File: src/rtl/coherence_bus_ctrl_pkg.sv
// Shared encodings for the snoopy coherence bus.
// The cpu-side cache controller uses the same bus_op_t and datasel_t values.
package coherence_bus_ctrl_pkg;

  localparam int DATA_W = 16;

  typedef enum logic [1:0] {
    NONE    = 2'b00,
    BUSRD   = 2'b01,
    BUSRDX  = 2'b10,
    BUSUPGR = 2'b11
  } bus_op_t;

  typedef enum logic [1:0] {
    DS_NONE = 2'b00,
    DS_CPU  = 2'b01,
    DS_MEM  = 2'b10
  } datasel_t;

  typedef enum logic [1:0] {
    IDLE  = 2'b00,
    SNOOP = 2'b01,
    RESP  = 2'b10,
    HOLD  = 2'b11
  } state_t;

  // A cpu raising several request lines at once is served by the strongest
  // one: write_miss beats read_miss, which beats invalidate.
  function automatic bus_op_t pick_op(input logic rm, input logic wm, input logic iv);
    bus_op_t op;
    op = NONE;
    if (wm)      op = BUSRDX;
    else if (rm) op = BUSRD;
    else if (iv) op = BUSUPGR;
    return op;
  endfunction

endpackage

File: src/rtl/coherence_bus_ctrl_if.sv
// One cpu's coherence link to the bus controller.
// master = cpu cache side, slave = bus controller side.
interface coherence_bus_ctrl_if #(
  parameter int ADDR_W = 11
);

  logic              read_miss;
  logic              write_miss;
  logic              invalidate;
  logic [ADDR_W-1:0] BICO;
  logic              cpu_search_found;
  logic [15:0]       send_other_proc_data;

  logic              grant;
  logic              cpu_search;
  logic [ADDR_W+1:0] BOCI;
  logic [1:0]        cpu_datasel;
  logic              invalidate_from_other_cpu;
  logic [15:0]       other_proc_data;

  modport master (
    output read_miss, write_miss, invalidate, BICO, cpu_search_found, send_other_proc_data,
    input  grant, cpu_search, BOCI, cpu_datasel, invalidate_from_other_cpu, other_proc_data
  );

  modport slave (
    input  read_miss, write_miss, invalidate, BICO, cpu_search_found, send_other_proc_data,
    output grant, cpu_search, BOCI, cpu_datasel, invalidate_from_other_cpu, other_proc_data
  );

endinterface

File: src/rtl/coherence_bus_ctrl_rr_arb2.sv
// Two-requester round-robin arbiter. The pointer names the favoured cpu and
// moves to the cpu that was not served whenever advance pulses.
module rr_arb2 (
  input  logic       clk,
  input  logic       rst_n,
  input  logic [1:0] req,
  input  logic       advance,
  input  logic       served,
  output logic       winner
);

  logic ptr;

  // Pointer update: after a transaction the other cpu gets first claim.
  always_ff @(posedge clk or negedge rst_n) begin
    if (!rst_n)       ptr <= 1'b0;
    else if (advance) ptr <= ~served;
  end

  // Only a tie consults the pointer; a lone requester always wins.
  always_comb begin
    winner = req[1];
    if (req == 2'b11) winner = ptr;
  end

endmodule

File: src/rtl/coherence_bus_ctrl.sv
// Snoopy bus responder for two cpus: arbitrate, snoop the other cache,
// then grant with a data-source select and optional invalidate.
// Optional build macro COH_STATS_EN adds saturating txn_cnt / c2c_cnt outputs.
module coherence_bus_ctrl
  import coherence_bus_ctrl_pkg::*;
#(
  parameter int SNOOP_LAT = 1,
  parameter int ADDR_W    = 11
) (
  input  logic clk,
  input  logic rst_n,
  coherence_bus_ctrl_if.slave cpu0,
  coherence_bus_ctrl_if.slave cpu1
`ifdef COH_STATS_EN
  ,
  output logic [15:0] txn_cnt,
  output logic [15:0] c2c_cnt
`endif
);

  localparam logic [2:0] LAST = 3'(SNOOP_LAT - 1);

  logic [1:0]        req;
  bus_op_t           op_in   [2];
  logic [ADDR_W-1:0] addr_in [2];
  logic [1:0]        found_in;
  logic [DATA_W-1:0] data_in [2];

  state_t            state, state_d;
  logic              winner_q, arb_winner, other;
  bus_op_t           op_q;
  logic [ADDR_W-1:0] addr_q;
  logic              found_q;
  logic [DATA_W-1:0] data_q;
  logic [2:0]        cnt;
  logic              snoop_done;
  datasel_t          ds;

  logic [1:0]        grant_o, search_o, inv_o;
  logic [ADDR_W+1:0] boci_o  [2];
  logic [1:0]        ds_o    [2];
  logic [DATA_W-1:0] pdata_o [2];

  assign req[0]      = cpu0.read_miss | cpu0.write_miss | cpu0.invalidate;
  assign req[1]      = cpu1.read_miss | cpu1.write_miss | cpu1.invalidate;
  assign op_in[0]    = pick_op(cpu0.read_miss, cpu0.write_miss, cpu0.invalidate);
  assign op_in[1]    = pick_op(cpu1.read_miss, cpu1.write_miss, cpu1.invalidate);
  assign addr_in[0]  = cpu0.BICO;
  assign addr_in[1]  = cpu1.BICO;
  assign found_in[0] = cpu0.cpu_search_found;
  assign found_in[1] = cpu1.cpu_search_found;
  assign data_in[0]  = cpu0.send_other_proc_data;
  assign data_in[1]  = cpu1.send_other_proc_data;

  assign other      = ~winner_q;
  assign snoop_done = (cnt == LAST);

  rr_arb2 u_arb (
    .clk     (clk),
    .rst_n   (rst_n),
    .req     (req),
    .advance (state == RESP),
    .served  (winner_q),
    .winner  (arb_winner)
  );

  // State register.
  always_ff @(posedge clk or negedge rst_n) begin
    if (!rst_n) state <= IDLE;
    else        state <= state_d;
  end

  // Next state: a HOLD only ends once the winner has released every request line.
  always_comb begin
    state_d = state;
    case (state)
      IDLE:    if (|req) state_d = SNOOP;
      SNOOP:   if (snoop_done) state_d = RESP;
      RESP:    state_d = HOLD;
      HOLD:    if (!req[winner_q]) state_d = IDLE;
      default: state_d = IDLE;
    endcase
  end

  // Transaction capture in IDLE, snoop timer, and snoop result on the last SNOOP edge.
  always_ff @(posedge clk or negedge rst_n) begin
    if (!rst_n) begin
      winner_q <= 1'b0;
      op_q     <= NONE;
      addr_q   <= '0;
      found_q  <= 1'b0;
      data_q   <= '0;
      cnt      <= '0;
    end else begin
      if (state == IDLE && |req) begin
        winner_q <= arb_winner;
        op_q     <= op_in[arb_winner];
        addr_q   <= addr_in[arb_winner];
        cnt      <= '0;
      end
      if (state == SNOOP) begin
        if (snoop_done) begin
          found_q <= found_in[other];
          data_q  <= data_in[other];
        end else begin
          cnt <= cnt + 3'd1;
        end
      end
    end
  end

  // Data source: misses take the other cache's copy on a hit, memory otherwise;
  // an upgrade needs no data.
  always_comb begin
    ds = DS_NONE;
    if (op_q == BUSRD || op_q == BUSRDX) ds = found_q ? DS_CPU : DS_MEM;
  end

  // Bus outputs decoded from the registered state so everything clears with reset.
  always_comb begin
    grant_o  = '0;
    search_o = '0;
    inv_o    = '0;
    for (int i = 0; i < 2; i++) begin
      boci_o[i]  = '0;
      ds_o[i]    = '0;
      pdata_o[i] = '0;
    end
    if (state == SNOOP) begin
      search_o[other] = 1'b1;
      boci_o[other]   = {op_q, addr_q};
    end
    if (state == RESP) begin
      grant_o[winner_q] = 1'b1;
      inv_o[other]      = (op_q == BUSRDX) || (op_q == BUSUPGR);
    end
    if (state == RESP || state == HOLD) begin
      ds_o[winner_q] = ds;
      if (ds == DS_CPU) pdata_o[winner_q] = data_q;
    end
  end

  assign cpu0.grant                     = grant_o[0];
  assign cpu0.cpu_search                = search_o[0];
  assign cpu0.BOCI                      = boci_o[0];
  assign cpu0.cpu_datasel               = ds_o[0];
  assign cpu0.invalidate_from_other_cpu = inv_o[0];
  assign cpu0.other_proc_data           = pdata_o[0];
  assign cpu1.grant                     = grant_o[1];
  assign cpu1.cpu_search                = search_o[1];
  assign cpu1.BOCI                      = boci_o[1];
  assign cpu1.cpu_datasel               = ds_o[1];
  assign cpu1.invalidate_from_other_cpu = inv_o[1];
  assign cpu1.other_proc_data           = pdata_o[1];

`ifdef COH_STATS_EN
  // Saturating counters of responses and of cache-to-cache transfers.
  always_ff @(posedge clk or negedge rst_n) begin
    if (!rst_n) begin
      txn_cnt <= '0;
      c2c_cnt <= '0;
    end else if (state == RESP) begin
      if (txn_cnt != 16'hFFFF) txn_cnt <= txn_cnt + 16'd1;
      if (ds == DS_CPU && c2c_cnt != 16'hFFFF) c2c_cnt <= c2c_cnt + 16'd1;
    end
  end
`endif

endmodule

File: src/flat_wrapper.sv
// flat-port wrapper written by rule: the top's interface ports become plain ports
module coherence_bus_ctrl_flat import coherence_bus_ctrl_pkg::*;
#(
  parameter int SNOOP_LAT = 1,
  parameter int ADDR_W    = 11
)
  (clk, rst_n, cpu0_read_miss, cpu0_write_miss, cpu0_invalidate, cpu0_BICO, cpu0_cpu_search_found, cpu0_send_other_proc_data, cpu0_grant, cpu0_cpu_search, cpu0_BOCI, cpu0_cpu_datasel, cpu0_invalidate_from_other_cpu, cpu0_other_proc_data, cpu1_read_miss, cpu1_write_miss, cpu1_invalidate, cpu1_BICO, cpu1_cpu_search_found, cpu1_send_other_proc_data, cpu1_grant, cpu1_cpu_search, cpu1_BOCI, cpu1_cpu_datasel, cpu1_invalidate_from_other_cpu, cpu1_other_proc_data);
  coherence_bus_ctrl_if #(.ADDR_W(ADDR_W)) cpu0_i ();
  coherence_bus_ctrl_if #(.ADDR_W(ADDR_W)) cpu1_i ();
  input  logic clk;
  input  logic rst_n;
  input wire logic [$bits(cpu0_i.read_miss)-1:0] cpu0_read_miss;
  input wire logic [$bits(cpu0_i.write_miss)-1:0] cpu0_write_miss;
  input wire logic [$bits(cpu0_i.invalidate)-1:0] cpu0_invalidate;
  input wire logic [$bits(cpu0_i.BICO)-1:0] cpu0_BICO;
  input wire logic [$bits(cpu0_i.cpu_search_found)-1:0] cpu0_cpu_search_found;
  input wire logic [$bits(cpu0_i.send_other_proc_data)-1:0] cpu0_send_other_proc_data;
  output wire logic [$bits(cpu0_i.grant)-1:0] cpu0_grant;
  output wire logic [$bits(cpu0_i.cpu_search)-1:0] cpu0_cpu_search;
  output wire logic [$bits(cpu0_i.BOCI)-1:0] cpu0_BOCI;
  output wire logic [$bits(cpu0_i.cpu_datasel)-1:0] cpu0_cpu_datasel;
  output wire logic [$bits(cpu0_i.invalidate_from_other_cpu)-1:0] cpu0_invalidate_from_other_cpu;
  output wire logic [$bits(cpu0_i.other_proc_data)-1:0] cpu0_other_proc_data;
  input wire logic [$bits(cpu1_i.read_miss)-1:0] cpu1_read_miss;
  input wire logic [$bits(cpu1_i.write_miss)-1:0] cpu1_write_miss;
  input wire logic [$bits(cpu1_i.invalidate)-1:0] cpu1_invalidate;
  input wire logic [$bits(cpu1_i.BICO)-1:0] cpu1_BICO;
  input wire logic [$bits(cpu1_i.cpu_search_found)-1:0] cpu1_cpu_search_found;
  input wire logic [$bits(cpu1_i.send_other_proc_data)-1:0] cpu1_send_other_proc_data;
  output wire logic [$bits(cpu1_i.grant)-1:0] cpu1_grant;
  output wire logic [$bits(cpu1_i.cpu_search)-1:0] cpu1_cpu_search;
  output wire logic [$bits(cpu1_i.BOCI)-1:0] cpu1_BOCI;
  output wire logic [$bits(cpu1_i.cpu_datasel)-1:0] cpu1_cpu_datasel;
  output wire logic [$bits(cpu1_i.invalidate_from_other_cpu)-1:0] cpu1_invalidate_from_other_cpu;
  output wire logic [$bits(cpu1_i.other_proc_data)-1:0] cpu1_other_proc_data;
  assign cpu0_i.read_miss = cpu0_read_miss;
  assign cpu0_i.write_miss = cpu0_write_miss;
  assign cpu0_i.invalidate = cpu0_invalidate;
  assign cpu0_i.BICO = cpu0_BICO;
  assign cpu0_i.cpu_search_found = cpu0_cpu_search_found;
  assign cpu0_i.send_other_proc_data = cpu0_send_other_proc_data;
  assign cpu0_grant = cpu0_i.grant;
  assign cpu0_cpu_search = cpu0_i.cpu_search;
  assign cpu0_BOCI = cpu0_i.BOCI;
  assign cpu0_cpu_datasel = cpu0_i.cpu_datasel;
  assign cpu0_invalidate_from_other_cpu = cpu0_i.invalidate_from_other_cpu;
  assign cpu0_other_proc_data = cpu0_i.other_proc_data;
  assign cpu1_i.read_miss = cpu1_read_miss;
  assign cpu1_i.write_miss = cpu1_write_miss;
  assign cpu1_i.invalidate = cpu1_invalidate;
  assign cpu1_i.BICO = cpu1_BICO;
  assign cpu1_i.cpu_search_found = cpu1_cpu_search_found;
  assign cpu1_i.send_other_proc_data = cpu1_send_other_proc_data;
  assign cpu1_grant = cpu1_i.grant;
  assign cpu1_cpu_search = cpu1_i.cpu_search;
  assign cpu1_BOCI = cpu1_i.BOCI;
  assign cpu1_cpu_datasel = cpu1_i.cpu_datasel;
  assign cpu1_invalidate_from_other_cpu = cpu1_i.invalidate_from_other_cpu;
  assign cpu1_other_proc_data = cpu1_i.other_proc_data;
  coherence_bus_ctrl #(.SNOOP_LAT(SNOOP_LAT), .ADDR_W(ADDR_W)) u_core (.clk(clk), .rst_n(rst_n), .cpu0(cpu0_i), .cpu1(cpu1_i));
endmodule
File: config.mk
export PLATFORM = sky130hd
export DESIGN_NAME = coherence_bus_ctrl_flat
export DESIGN_NICKNAME = d
export VERILOG_FILES = /design/src/rtl/coherence_bus_ctrl_pkg.sv /design/src/rtl/coherence_bus_ctrl_if.sv /design/src/rtl/coherence_bus_ctrl_rr_arb2.sv /design/src/rtl/coherence_bus_ctrl.sv /design/src/flat_wrapper.sv
export SDC_FILE = /design/constraint.sdc
export NUM_CORES = 1
export LEC_CHECK = 0
export ABC_AREA = 1
export BUFFER_PORTS_ARGS = -buffer_cell sky130_fd_sc_hd__buf_2
export CAP_MARGIN = 10
export CORE_ASPECT_RATIO = 1.5
export CORE_MARGIN = 2
export CORE_UTILIZATION = 46
export DETAILED_ROUTE_END_ITERATION = 8
export PLACE_DENSITY = 0.83
export SKIP_CTS_REPAIR_TIMING = 1
export SYNTH_ARGS = -nofsm -noshare
export SYNTH_HDL_FRONTEND = slang
export SYNTH_SLANG_ARGS = --single-unit
File: constraint.sdc
create_clock -name clk -period 1.7 [get_ports clk]
set_clock_uncertainty 0.1 [all_clocks]
set_input_delay 0.17 -clock clk [delete_from_list [all_inputs] [get_ports clk]]
set_output_delay 0.17 -clock clk [all_outputs]
set_load 0.01 [all_outputs]
==> flow_metrics.py <==
metrics = {
    "drt": {
        "route.antenna.remaining_nets": 0,
        "routed_wire_length_per_instance_microns": 15.0,
        "firstDrtPassIters": 4,
        "route.detailed.drc": 0,
        "routed_via_density": 4.97,
        "routed-via-count": 2882,
        "drc_violation_total_after_the_first_tritonroute_iteration": 121,
        "detail_route.wirelength_microns": 8680,
    },
    "synth": {
        "syn_inst": 354,
        "async_flop_share": 1.00,
        "number_of_synthesized_flops_with_an_enable_pin": 0,
        "netlist_area_sq_um": 2580,
        "dominantRegCellSynth": "sky130_fd_sc_hd__dfrtp_1",
        "postSynthNetCount": 427,
        "netlist-cell-type-count": 27,
        "synth-seq-cells": 37,
        "synth-seq-area-share": 0.359,
        "synthesis.area_per_instance_sq_um": 7.29,
        "ys.warnings.count": 0,
    },
    "sta": {
        "hold_viol": 0,
        "max_slew_margin_vs_limit": 0.753,
        "worst_slack_ns": -0.402,
        "tightestPinTransition_ns": 0.369,
        "finalSetupTns_ns": -14.71,
        "maximum_operating_frequency_mhz": 476,
        "finalWorstPathRequiredPeriod_ns": 2.10,
        "grt_setup_unrepaired": "yes",
        "final_min_period_over_clock_period": 1.24,
        "timing.final.setup_violations": 65,
        "drv_slew": 0,
    },
    "clock_network": {
        "cts_root_buf": "sky130_fd_sc_hd__clkbuf_8",
        "cts-htree-levels": 2,
        "tritoncts.num_buffers": 5,
        "clock_path_buffers": 2,
        "cts_tree": "done",
        "sinks_on_the_clock_net": 37,
        "clock_pin_slew_of_the_registers_on_the_worst_case_setup_and_hold_paths_ns": 0.08,
        "worstSkewPairLatency_ns": 0.29,
    },
    "worst_setup_path": {
        "worstSetupStartpoint": "u_core.op_q[0]$_DFFE_PN0P_",
        "crit_path_end_kind": "output port",
        "cp.required_ns": 1.43,
        "worstPathArrival_ns": 1.83,
        "worstReg2RegEnd": "u_core.data_q[3]$_DFFE_PN0P_",
        "timing.critical_path.fanout_max": 8,
        "r2r_setup_slack_ns": 0.07,
        "criticalPathCategory": "flip-flop to output port",
        "rr_worst_depth": 8,
        "reg2reg_from": "u_core.state[1]$_DFFE_PN0P_",
        "crit_path_start_kind": "flip-flop",
    },
    "floorplanning": {
        "floorplan.die.width_microns": 65.2,
        "top_level_ports": 132,
        "rows": 33,
        "starting_density_of_the_core": 0.474,
        "fp.dieArea_sq_um": 6240,
        "core_region_area_sq_um": 5450,
        "fp.dieH_microns": 95.7,
    },
    "power": {
        "vdd_ir_drop_max_mv": 1.14,
        "powerDensity_nw_per_um2": 1640,
        "static-leakage-power_nw": 2.16,
    },
    "placement": {
        "globalplace.congestion": 0.868,
        "place_worst_setup_slack_ns": -0.142,
        "dp.final_hpwl_microns": 5320,
        "port_buffers": 131,
    },
    "global_routing": {
        "grt_pass1_vias": 2387,
        "grt_start_max_net_pins": 38,
        "groute.usage.overall": 0.217,
        "grt_antenna_before_repair": 0,
        "grt_pass1_wl_microns": 10500,
        "globalRoute.totalOverflow": 0,
    },
    "final_layout": {
        "antennaDiodeCount": 0,
        "nFillCells": 371,
        "finalNetCount": 582,
        "drive_gt1_frac": 0.510,
        "syn_to_final_growth_pct": 65.7,
    },
    "hold_path": {
        "holdCritPathClass": "input port to flip-flop",
        "whs_path_depth": 3,
        "hold_path.startpoint": "cpu0_send_other_proc_data[9]",
        "hold-path-endpoint": "u_core.data_q[9]$_DFFE_PN0P_",
    },
    "status": {
        "outcome": "finished with violations",
        "failed_checks": "negative setup slack",
    },
    "job": {
        "cap_viol_max_count": 0,
    },
}
[state kept, by name, indices dropped and copies added, names as in the netlist]
name and flops:
u_core.cnt 3, u_core.u_arb.ptr 1, u_core.winner_q 1, u_core.addr_q 11, u_core.data_q 16, u_core.found_q 1, u_core.op_q 2, u_core.state 2
[metrics by stage]
stage | area (sq um) | utilization | power [mW] | std cells | hold slack (ns)
after global placement | 3480 | 0.638 | 4.90 | 559 | 0.0475
after detailed placement | 3480 | 0.638 | 5.02 | 559 | 0.0538
after CTS | 3590 | 0.659 | 5.83 | 567 | -0.265
final | 4280 | 0.785 | 7.02 | 580 | 0.0189
after global routing | 4280 | 0.785 | 7.50 | 580 | 0.0282
after floorplan | 2690 | - | 4.01 | 354 | -0.226
[layer usage]
metal,track usage,share of wire,routed length [microns]
met4,0.0885,0.020,176
met1,0.235,0.35,3050
met2,0.412,0.59,5090
met3,0.0339,0.041,356
met5,0,0,0
[cells in the mapped netlist, types with 2 or more instances]
cell | number | area (sq um)
sky130_fd_sc_hd__o211ai_1 | 17 | 128
sky130_fd_sc_hd__inv_2 | 7 | 26.3
sky130_fd_sc_hd__nor3_1 | 3 | 15.0
sky130_fd_sc_hd__o21ai_0 | 17 | 85.1
sky130_fd_sc_hd__nand4_1 | 2 | 12.5
sky130_fd_sc_hd__nor2_4 | 3 | 33.8
sky130_fd_sc_hd__or2_2 | 7 | 43.8
sky130_fd_sc_hd__o21ai_2 | 5 | 43.8
sky130_fd_sc_hd__nor2_2 | 13 | 81.3
sky130_fd_sc_hd__ha_1 | 9 | 113
sky130_fd_sc_hd__nand3_1 | 7 | 35.0
sky130_fd_sc_hd__a21oi_1 | 2 | 10.0
sky130_fd_sc_hd__nand2_1 | 54 | 203
sky130_fd_sc_hd__nor2_1 | 66 | 248
sky130_fd_sc_hd__dfrtp_1 | 37 | 926
sky130_fd_sc_hd__buf_6 | 7 | 78.8
sky130_fd_sc_hd__o21ai_1 | 13 | 65.1
sky130_fd_sc_hd__nor3_4 | 2 | 32.5
sky130_fd_sc_hd__inv_1 | 56 | 210
sky130_fd_sc_hd__buf_2 | 7 | 35.0
sky130_fd_sc_hd__nand2_4 | 4 | 45.0
sky130_fd_sc_hd__or2_0 | 4 | 25.0
sky130_fd_sc_hd__or2_1 | 8 | 50.1
[cells by family (layout without fill, tap and decap cells)]
group	after synthesis	after routing	synth area share
adder cells (fa/ha/maj)	9	9	0.0436
AND/OR/NAND/NOR	173	173	0.319
XOR/XNOR	1	1	0.00339
flip-flops	37	37	0.359
buffers and inverters	79	235	0.140
AO/OA/AOI/OAI	55	55	0.135
[cells in the final DEF (no fill, tap or decap), types with 7 or more instances in the layout]
cell / count
sky130_fd_sc_hd__or2_1: 8
sky130_fd_sc_hd__o21ai_0: 17
sky130_fd_sc_hd__o211ai_1: 17
sky130_fd_sc_hd__nor2_2: 12
sky130_fd_sc_hd__inv_2: 9
sky130_fd_sc_hd__nand2_1: 53
sky130_fd_sc_hd__buf_6: 46
sky130_fd_sc_hd__inv_1: 50
sky130_fd_sc_hd__o21ai_1: 13
sky130_fd_sc_hd__or2_2: 7
sky130_fd_sc_hd__buf_2: 91
sky130_fd_sc_hd__buf_4: 17
sky130_fd_sc_hd__nand3_1: 7
sky130_fd_sc_hd__dfrtp_1: 37
sky130_fd_sc_hd__nor2_1: 28
sky130_fd_sc_hd__nor2_4: 42
[power by group]
part           leakage, nW  switching [mW]  total, mW  internal (mW)
combinational         1.65            2.75       4.68           1.92
sequential           0.452           0.228       1.55           1.32
clock               0.0585           0.320      0.798          0.479
[worst max path at each step]
stage                          endpoint  slack, ns
3_5_place_dp    cpu1_other_proc_data[0]      -0.14
6_report        cpu1_other_proc_data[4]      -0.40
3_3_place_gp    cpu1_other_proc_data[0]      -0.04
4_1_cts         cpu1_other_proc_data[0]      -0.47
2_1_floorplan  cpu0_other_proc_data[10]     -0.008
5_1_grt         cpu1_other_proc_data[4]      -0.46
[critical path, stage by stage (launching register included)]
cell	delay, ns
sky130_fd_sc_hd__dfrtp_1	0.41
sky130_fd_sc_hd__inv_2	0.08
sky130_fd_sc_hd__ha_4	0.21
sky130_fd_sc_hd__nor2_4	0.09
sky130_fd_sc_hd__inv_2	0.06
sky130_fd_sc_hd__nor3_4	0.22
sky130_fd_sc_hd__clkinv_4	0.16
sky130_fd_sc_hd__nor2_1	0.16
sky130_fd_sc_hd__buf_2	0.16
[layout make-up]
cell class | instances | area, sq um | share of cell area
Timing Repair Buffer | 162 | 1260 | 0.294
Clock inverter | 1 | 30.0 | 0.00702
Clock buffer | 7 | 86.3 | 0.0202
Timing Repair inverter | 2 | 18.8 | 0.00439
Multi-Input combinational cell | 238 | 1620 | 0.378
Tap cell | 70 | 87.6 | 0.0205
Inverter | 63 | 254 | 0.0594
Sequential cell | 37 | 926 | 0.216
Note: power is estimated with default switching activity, not from simulation.
